## config.mk

```make
export PLATFORM = sky130hd
export DESIGN_NAME = if_id_queue
export DESIGN_NICKNAME = d
export VERILOG_FILES = /design/src/rtl/cpu_pkg.sv /design/src/rtl/if_id_queue_ptr.sv /design/src/rtl/if_id_queue.sv
export SDC_FILE = /design/constraint.sdc
export NUM_CORES = 1
export LEC_CHECK = 0
export BUFFER_PORTS_ARGS = -buffer_cell sky130_fd_sc_hd__buf_4
export CORE_MARGIN = 2
export CORE_UTILIZATION = 50
export CTS_CLUSTER_DIAMETER = 50
export DETAILED_ROUTE_END_ITERATION = 7
export GPL_ROUTABILITY_DRIVEN = 0
export PLACE_DENSITY = 0.7
export SYNTH_ARGS = -nofsm -noshare
export SYNTH_HDL_FRONTEND = slang
export SYNTH_SLANG_ARGS = --single-unit
```

## constraint.sdc

```tcl
create_clock -name clk -period 4.73 [get_ports clk]
set_input_delay 0.946 -clock clk [delete_from_list [all_inputs] [get_ports clk]]
set_output_delay 0.946 -clock clk [all_outputs]
set_load 0.05 [all_outputs]
```

## src/rtl/cpu_pkg.sv

```systemverilog
// Shared CPU definitions used by the IF/ID instruction queue: NOP encoding,
// PC increment and the queue-entry layout.
package cpu_pkg;

    localparam int unsigned XLEN = 32;

    localparam logic [XLEN-1:0] NOP_INSTR = 32'h0000_0000;
    localparam logic [XLEN-1:0] PC_INC    = 32'd4;

    typedef struct packed {
        logic [XLEN-1:0] instr;
        logic [XLEN-1:0] pc;
    } if_id_entry_t;

endpackage

```

## src/rtl/if_id_queue_ptr.sv

```systemverilog
// Read/write pointer and occupancy bookkeeping for the IF/ID queue.
// Pointers are log2(DEPTH) bits wide, so they wrap DEPTH-1 -> 0 naturally.
module if_id_queue_ptr #(
    parameter int DEPTH = 4
) (
    input  logic                       clk,
    input  logic                       reset,
    input  logic                       push_en,
    input  logic                       pop_en,
    input  logic                       flush,
    output logic [$clog2(DEPTH)-1:0]   wr_ptr,
    output logic [$clog2(DEPTH)-1:0]   rd_ptr,
    output logic [$clog2(DEPTH):0]     count
);

    localparam int PW = $clog2(DEPTH);
    localparam int CW = PW + 1;

    // Pointer advance and occupancy update; flush returns everything to empty.
    always_ff @(posedge clk or negedge reset) begin
        if (!reset) begin
            wr_ptr <= {PW{1'b0}};
            rd_ptr <= {PW{1'b0}};
            count  <= {CW{1'b0}};
        end else if (flush) begin
            wr_ptr <= {PW{1'b0}};
            rd_ptr <= {PW{1'b0}};
            count  <= {CW{1'b0}};
        end else begin
            if (push_en) begin
                wr_ptr <= wr_ptr + PW'(1);
            end else begin
                wr_ptr <= wr_ptr;
            end
            if (pop_en) begin
                rd_ptr <= rd_ptr + PW'(1);
            end else begin
                rd_ptr <= rd_ptr;
            end
            case ({push_en, pop_en})
                2'b10:   count <= count + CW'(1);
                2'b01:   count <= count - CW'(1);
                default: count <= count;
            endcase
        end
    end

endmodule

```

## src/rtl/if_id_queue.sv

```systemverilog
// IF/ID decoupling queue: circular buffer between fetch and decode.
// Define IF_ID_QUEUE_BYPASS_EN to present an offered instruction in the same cycle when empty.
module if_id_queue
    import cpu_pkg::*;
#(
    parameter int DEPTH = 4,
    parameter int WIDTH = 32
) (
    input  logic                     clk,
    input  logic                     reset,
    input  logic [WIDTH-1:0]         Instruction_if,
    input  logic [WIDTH-1:0]         PC_if,
    input  logic                     push,
    output logic                     push_ready,
    input  logic                     IF_flush,
    input  logic                     IDWrite,
    output logic [WIDTH-1:0]         Instruction_id,
    output logic [WIDTH-1:0]         PC4_id,
    output logic                     valid_id,
    output logic [$clog2(DEPTH):0]   count
);

    localparam int PW = $clog2(DEPTH);
    localparam int CW = PW + 1;

    logic [WIDTH-1:0] instr_mem [DEPTH];
    logic [WIDTH-1:0] pc_mem    [DEPTH];

    logic [PW-1:0] wr_ptr_s;
    logic [PW-1:0] rd_ptr_s;
    logic [CW-1:0] count_s;
    logic          head_valid_s;
    logic          push_acc_s;
    logic          pop_s;
    logic          write_s;

    // Occupancy alone decides push_ready when empty, which keeps it free of the bypass path.
    assign head_valid_s = (count_s != {CW{1'b0}});
    assign push_ready   = (count_s < CW'(DEPTH)) | (IDWrite & head_valid_s);
    assign push_acc_s   = push & push_ready & ~IF_flush;
    assign pop_s        = IDWrite & head_valid_s & ~IF_flush;
    assign count        = count_s;

`ifdef IF_ID_QUEUE_BYPASS_EN
    // A bypassed word that decode consumes immediately never enters storage.
    assign write_s = push_acc_s & ~(~head_valid_s & IDWrite);
`else
    assign write_s = push_acc_s;
`endif

    if_id_queue_ptr #(
        .DEPTH (DEPTH)
    ) u_ptr (
        .clk     (clk),
        .reset   (reset),
        .push_en (write_s),
        .pop_en  (pop_s),
        .flush   (IF_flush),
        .wr_ptr  (wr_ptr_s),
        .rd_ptr  (rd_ptr_s),
        .count   (count_s)
    );

    // Entry storage; contents are don't-care while unoccupied, so no reset.
    always_ff @(posedge clk) begin
        if (write_s) begin
            instr_mem[wr_ptr_s] <= Instruction_if;
            pc_mem[wr_ptr_s]    <= PC_if;
        end else begin
            instr_mem[wr_ptr_s] <= instr_mem[wr_ptr_s];
            pc_mem[wr_ptr_s]    <= pc_mem[wr_ptr_s];
        end
    end

    // Head presentation: stored entry, optional empty bypass, otherwise NOP.
    always_comb begin
        Instruction_id = WIDTH'(NOP_INSTR);
        PC4_id         = {WIDTH{1'b0}};
        valid_id       = 1'b0;
        if (head_valid_s) begin
            Instruction_id = instr_mem[rd_ptr_s];
            PC4_id         = pc_mem[rd_ptr_s] + WIDTH'(PC_INC);
            valid_id       = 1'b1;
        end
`ifdef IF_ID_QUEUE_BYPASS_EN
        else if (push && !IF_flush) begin
            Instruction_id = Instruction_if;
            PC4_id         = PC_if + WIDTH'(PC_INC);
            valid_id       = 1'b1;
        end
`endif
        else begin
            Instruction_id = WIDTH'(NOP_INSTR);
            PC4_id         = {WIDTH{1'b0}};
            valid_id       = 1'b0;
        end
    end

endmodule

```

==> results.json <==
{
  "outcome": "complete, no violations",
  "grt_pass1_vias": 5933,
  "drv_slew": 0,
  "cts-hold-fix-buffers": 0,
  "post-route-drc-count": 0,
  "nets_in_the_synthesized_netlist": 628,
  "path_max_fanout": 19,
  "drt-vias-per-instance": 5.72,
  "worst_hold_slack_ns": 0.222,
  "die_width_um": 151,
  "timing.slew.headroom_pct": 32.4,
  "critPathCaptureType": "output pin",
  "setup.reg_to_reg.worst_slack_ns": 2.01,
  "tritoncts_num_sinks": 263,
  "start_kind": "flip-flop",
  "postSynth.asyncResetShare_pct": 2.66,
  "netlist_area_um2": 10800,
  "post_drt_wl_per_cell_um": 21.0,
  "io-pin-count": 138,
  "synth-main-ff-cell": "sky130_fd_sc_hd__edfxtp_1",
  "io_buffer_count": 137,
  "final.setup.tns_ns": 0,
  "fraction_of_layout_instances_using_a_drive_strength_above_1_pct": 33.7,
  "synth_cell_types": 43,
  "insertedDiodeCount": 0,
  "clk_pin_slew_ns": 0.06,
  "powerDensity_nw_per_um2": 573,
  "die-height_um": 151,
  "max_freq_mhz": 230,
  "crit-reg2reg-launch": "u_ptr.count[2]",
  "detailed_place_hpwl_mm": 12.6,
  "design.core.area_um2": 21200,
  "synth-edff-count": 256,
  "final_cycle_utilization_of_the_critical_path_pct": 92.1,
  "netlist_instances": 553,
  "worst_ep_arrival_time_ns": 3.41,
  "hold_class": "in2async",
  "via_count": 5705,
  "grt.overflow.total": 0,
  "setup_viol": 0,
  "antenna_found_initial": 0,
  "grt_setup_unrepaired": "no",
  "avgSynthCellArea_um2": 19.6,
  "worst-endpoint-required_ns": 3.78,
  "critical_path.startpoint": "u_ptr.rd_ptr[0]",
  "power.ir.vdd_worst_mv": 0.382,
  "clock_skew_ns": 0.0156,
  "static-leakage-power_uw": 0.00442,
  "routed_wl_mm": 20.9,
  "finish.net_count": 775,
  "initial_standard_cell_utilization_of_the_core_pct": 51.1,
  "latest_clock_arrival_within_the_worst_skew_pair_ns": 0.53,
  "synth_warnings": 0,
  "first_pass_iters": 5,
  "ys_seq_elements": 263,
  "max_slew.worst_pin.slew_ns": 1.01,
  "design_power_total_uw": 7450,
  "cts-htree-levels": 1,
  "final-hold-violation-count": 0,
  "cts-root-to-sink-buffers": 3,
  "detailedRoute.firstIterationViolations": 321,
  "combined_global_route_utilization_of_all_metal_layers_pct": 18.5,
  "min_period_ns": 4.35,
  "synth.yosys.seq_area_share_pct": 72.7,
  "rows": 53,
  "die_area_um2": 22800,
  "number_of_filler_cells_placed_in_the_layout": 1497,
  "postRouteAntennaNets": 0,
  "tritoncts": "built",
  "drv.max_cap_violation_count": 0,
  "grt_first_pass_wirelength_mm": 32.2,
  "cts_bufs_inserted": 28,
  "grt_max_degree": 65,
  "ctsRootBufferMaster": "sky130_fd_sc_hd__clkbuf_16",
  "area_delta_synth_final_pct": 20.3,
  "worstSetupPathType": "reg2out"
}
==> cell families after synthesis <==
logic type | share of synthesized area, %
and+or+nand+nor | 7.38
adders and majority gates | 0.764
DFF | 72.7
xor gates and xnor gates | 1.38
AOI/OAI and AO/OA | 1.68
buffers and inverters | 1.71
muxes | 14.4
==> routing by layer <==
metal / up-vias / wire [µm] / share of wire [%] / track usage [%]
met3: 29 / 1550 / 7.4 / 3.92
li1: 2559 / - / - / -
met1: 2907 / 8860 / 42 / 25.1
met5: - / 0 / 0 / 0
met2: 210 / 10200 / 49 / 31.4
met4: 0 / 339 / 1.6 / 3.83
==> path summary, 6_finish.rpt <==
check / to / cells after the start
min in group clk: u_ptr.wr_ptr[1] / 2
hold / removal: u_ptr.rd_ptr[0] / 1
setup reg to reg: u_ptr.count[2] / 7
hold reg to reg: u_ptr.wr_ptr[1] / 2
setup / recovery: PC4_id[28] / 7
max in group asynchronous: u_ptr.rd_ptr[0] / 1
==> power breakdown <==
part	internal (µW)	total (µW)	switching, µW	leakage (µW)
Combinational	892	2640	1750	0.00157
Sequential	2650	2730	71.0	0.00242
Clock	1260	2090	822	0.000435
==> cells in the final DEF, fill, tap and decap left out, drive strengths merged, types with 6 or more instances in the layout <==
master  instances
edfxtp        256
buf           144
mux4           64
and2           43
clkbuf         40
nor2           21
nand2          17
a21oi          14
nand3          12
nand4          11
xor2            9
clkinv          9
xnor2           8
o31ai           7
o21ai           7
dfrtp           7
or3             6
==> critical path: stages, from the launching register on <==
cell                      delay (ns)
sky130_fd_sc_hd__dfrtp_4        0.64
sky130_fd_sc_hd__mux4_1         0.48
sky130_fd_sc_hd__ha_1           0.22
sky130_fd_sc_hd__and3_1         0.30
sky130_fd_sc_hd__nand4_1        0.36
sky130_fd_sc_hd__or4_1          0.50
sky130_fd_sc_hd__a21oi_1        0.17
sky130_fd_sc_hd__buf_4          0.22
==> cells in the mapped netlist (2+ instances only) <==
library cell	instances	area (µm²)
sky130_fd_sc_hd__mux4_2	42	946
sky130_fd_sc_hd__or4_1	5	37.5
sky130_fd_sc_hd__nor4_1	4	25.0
sky130_fd_sc_hd__mux2i_1	3	30.0
sky130_fd_sc_hd__dfrtp_1	7	175
sky130_fd_sc_hd__buf_12	2	40.0
sky130_fd_sc_hd__clkbuf_1	11	41.3
sky130_fd_sc_hd__mux4_1	21	552
sky130_fd_sc_hd__buf_2	8	40.0
sky130_fd_sc_hd__nand2_1	16	60.1
sky130_fd_sc_hd__and2_2	2	15.0
sky130_fd_sc_hd__and3_1	3	18.8
sky130_fd_sc_hd__nand3_1	12	60.1
sky130_fd_sc_hd__inv_1	5	18.8
sky130_fd_sc_hd__and4_4	2	22.5
sky130_fd_sc_hd__and4_1	3	26.3
sky130_fd_sc_hd__a21oi_1	14	70.1
sky130_fd_sc_hd__nor2_1	21	78.8
sky130_fd_sc_hd__xor2_1	9	78.8
sky130_fd_sc_hd__or3_1	6	37.5
sky130_fd_sc_hd__buf_6	2	22.5
sky130_fd_sc_hd__nor3_1	4	20.0
sky130_fd_sc_hd__or2_2	3	18.8
sky130_fd_sc_hd__edfxtp_1	256	7690
sky130_fd_sc_hd__xnor2_1	8	70.1
sky130_fd_sc_hd__ha_1	5	62.6
sky130_fd_sc_hd__nand4_1	9	56.3
sky130_fd_sc_hd__and2_1	41	257
sky130_fd_sc_hd__o31ai_1	7	52.6
sky130_fd_sc_hd__buf_4	2	15.0
sky130_fd_sc_hd__o21ai_0	7	35.0
sky130_fd_sc_hd__buf_1	2	7.51
==> final cells by class <==
class                   instances  area, µm²  area share (%)
flip-flops and latches        263       7870            60.5
multi-input cells             258       2780            21.4
repair buffers                144       1090            8.41
clock buffers                  40        787            6.05
well taps                     275        344            2.65
clock inverters                12        114           0.876
inverters                       5       18.8           0.144
==> flip-flops by register name, summed over array words and instances (netlist names) <==
signal / count
instr_mem: 128
pc_mem: 128
u_ptr.count: 3
u_ptr.rd_ptr: 2
u_ptr.wr_ptr: 2
==> through the flow <==
| step | cells | instance area, µm² | utilization, % | worst slack (ns) |
|---|---|---|---|---|
| after floorplan | 553 | 10800 | - | 0.850 |
| after global placement | 944 | 12100 | 57.1 | 0.759 |
| after detailed placement | 944 | 12100 | 57.1 | 0.679 |
| after CTS | 996 | 13000 | 61.4 | 0.109 |
| after global routing | 997 | 13000 | 61.5 | 0.131 |
| final | 997 | 13000 | 61.5 | 0.376 |
==> what timing repair did <==
item,4_1_cts,5_1_grt
gates resized for setup,0,0
endpoints found under the setup margin,0,6
buffers inserted,0,1
No activity file was read; power rests on OpenSTA's default activity.
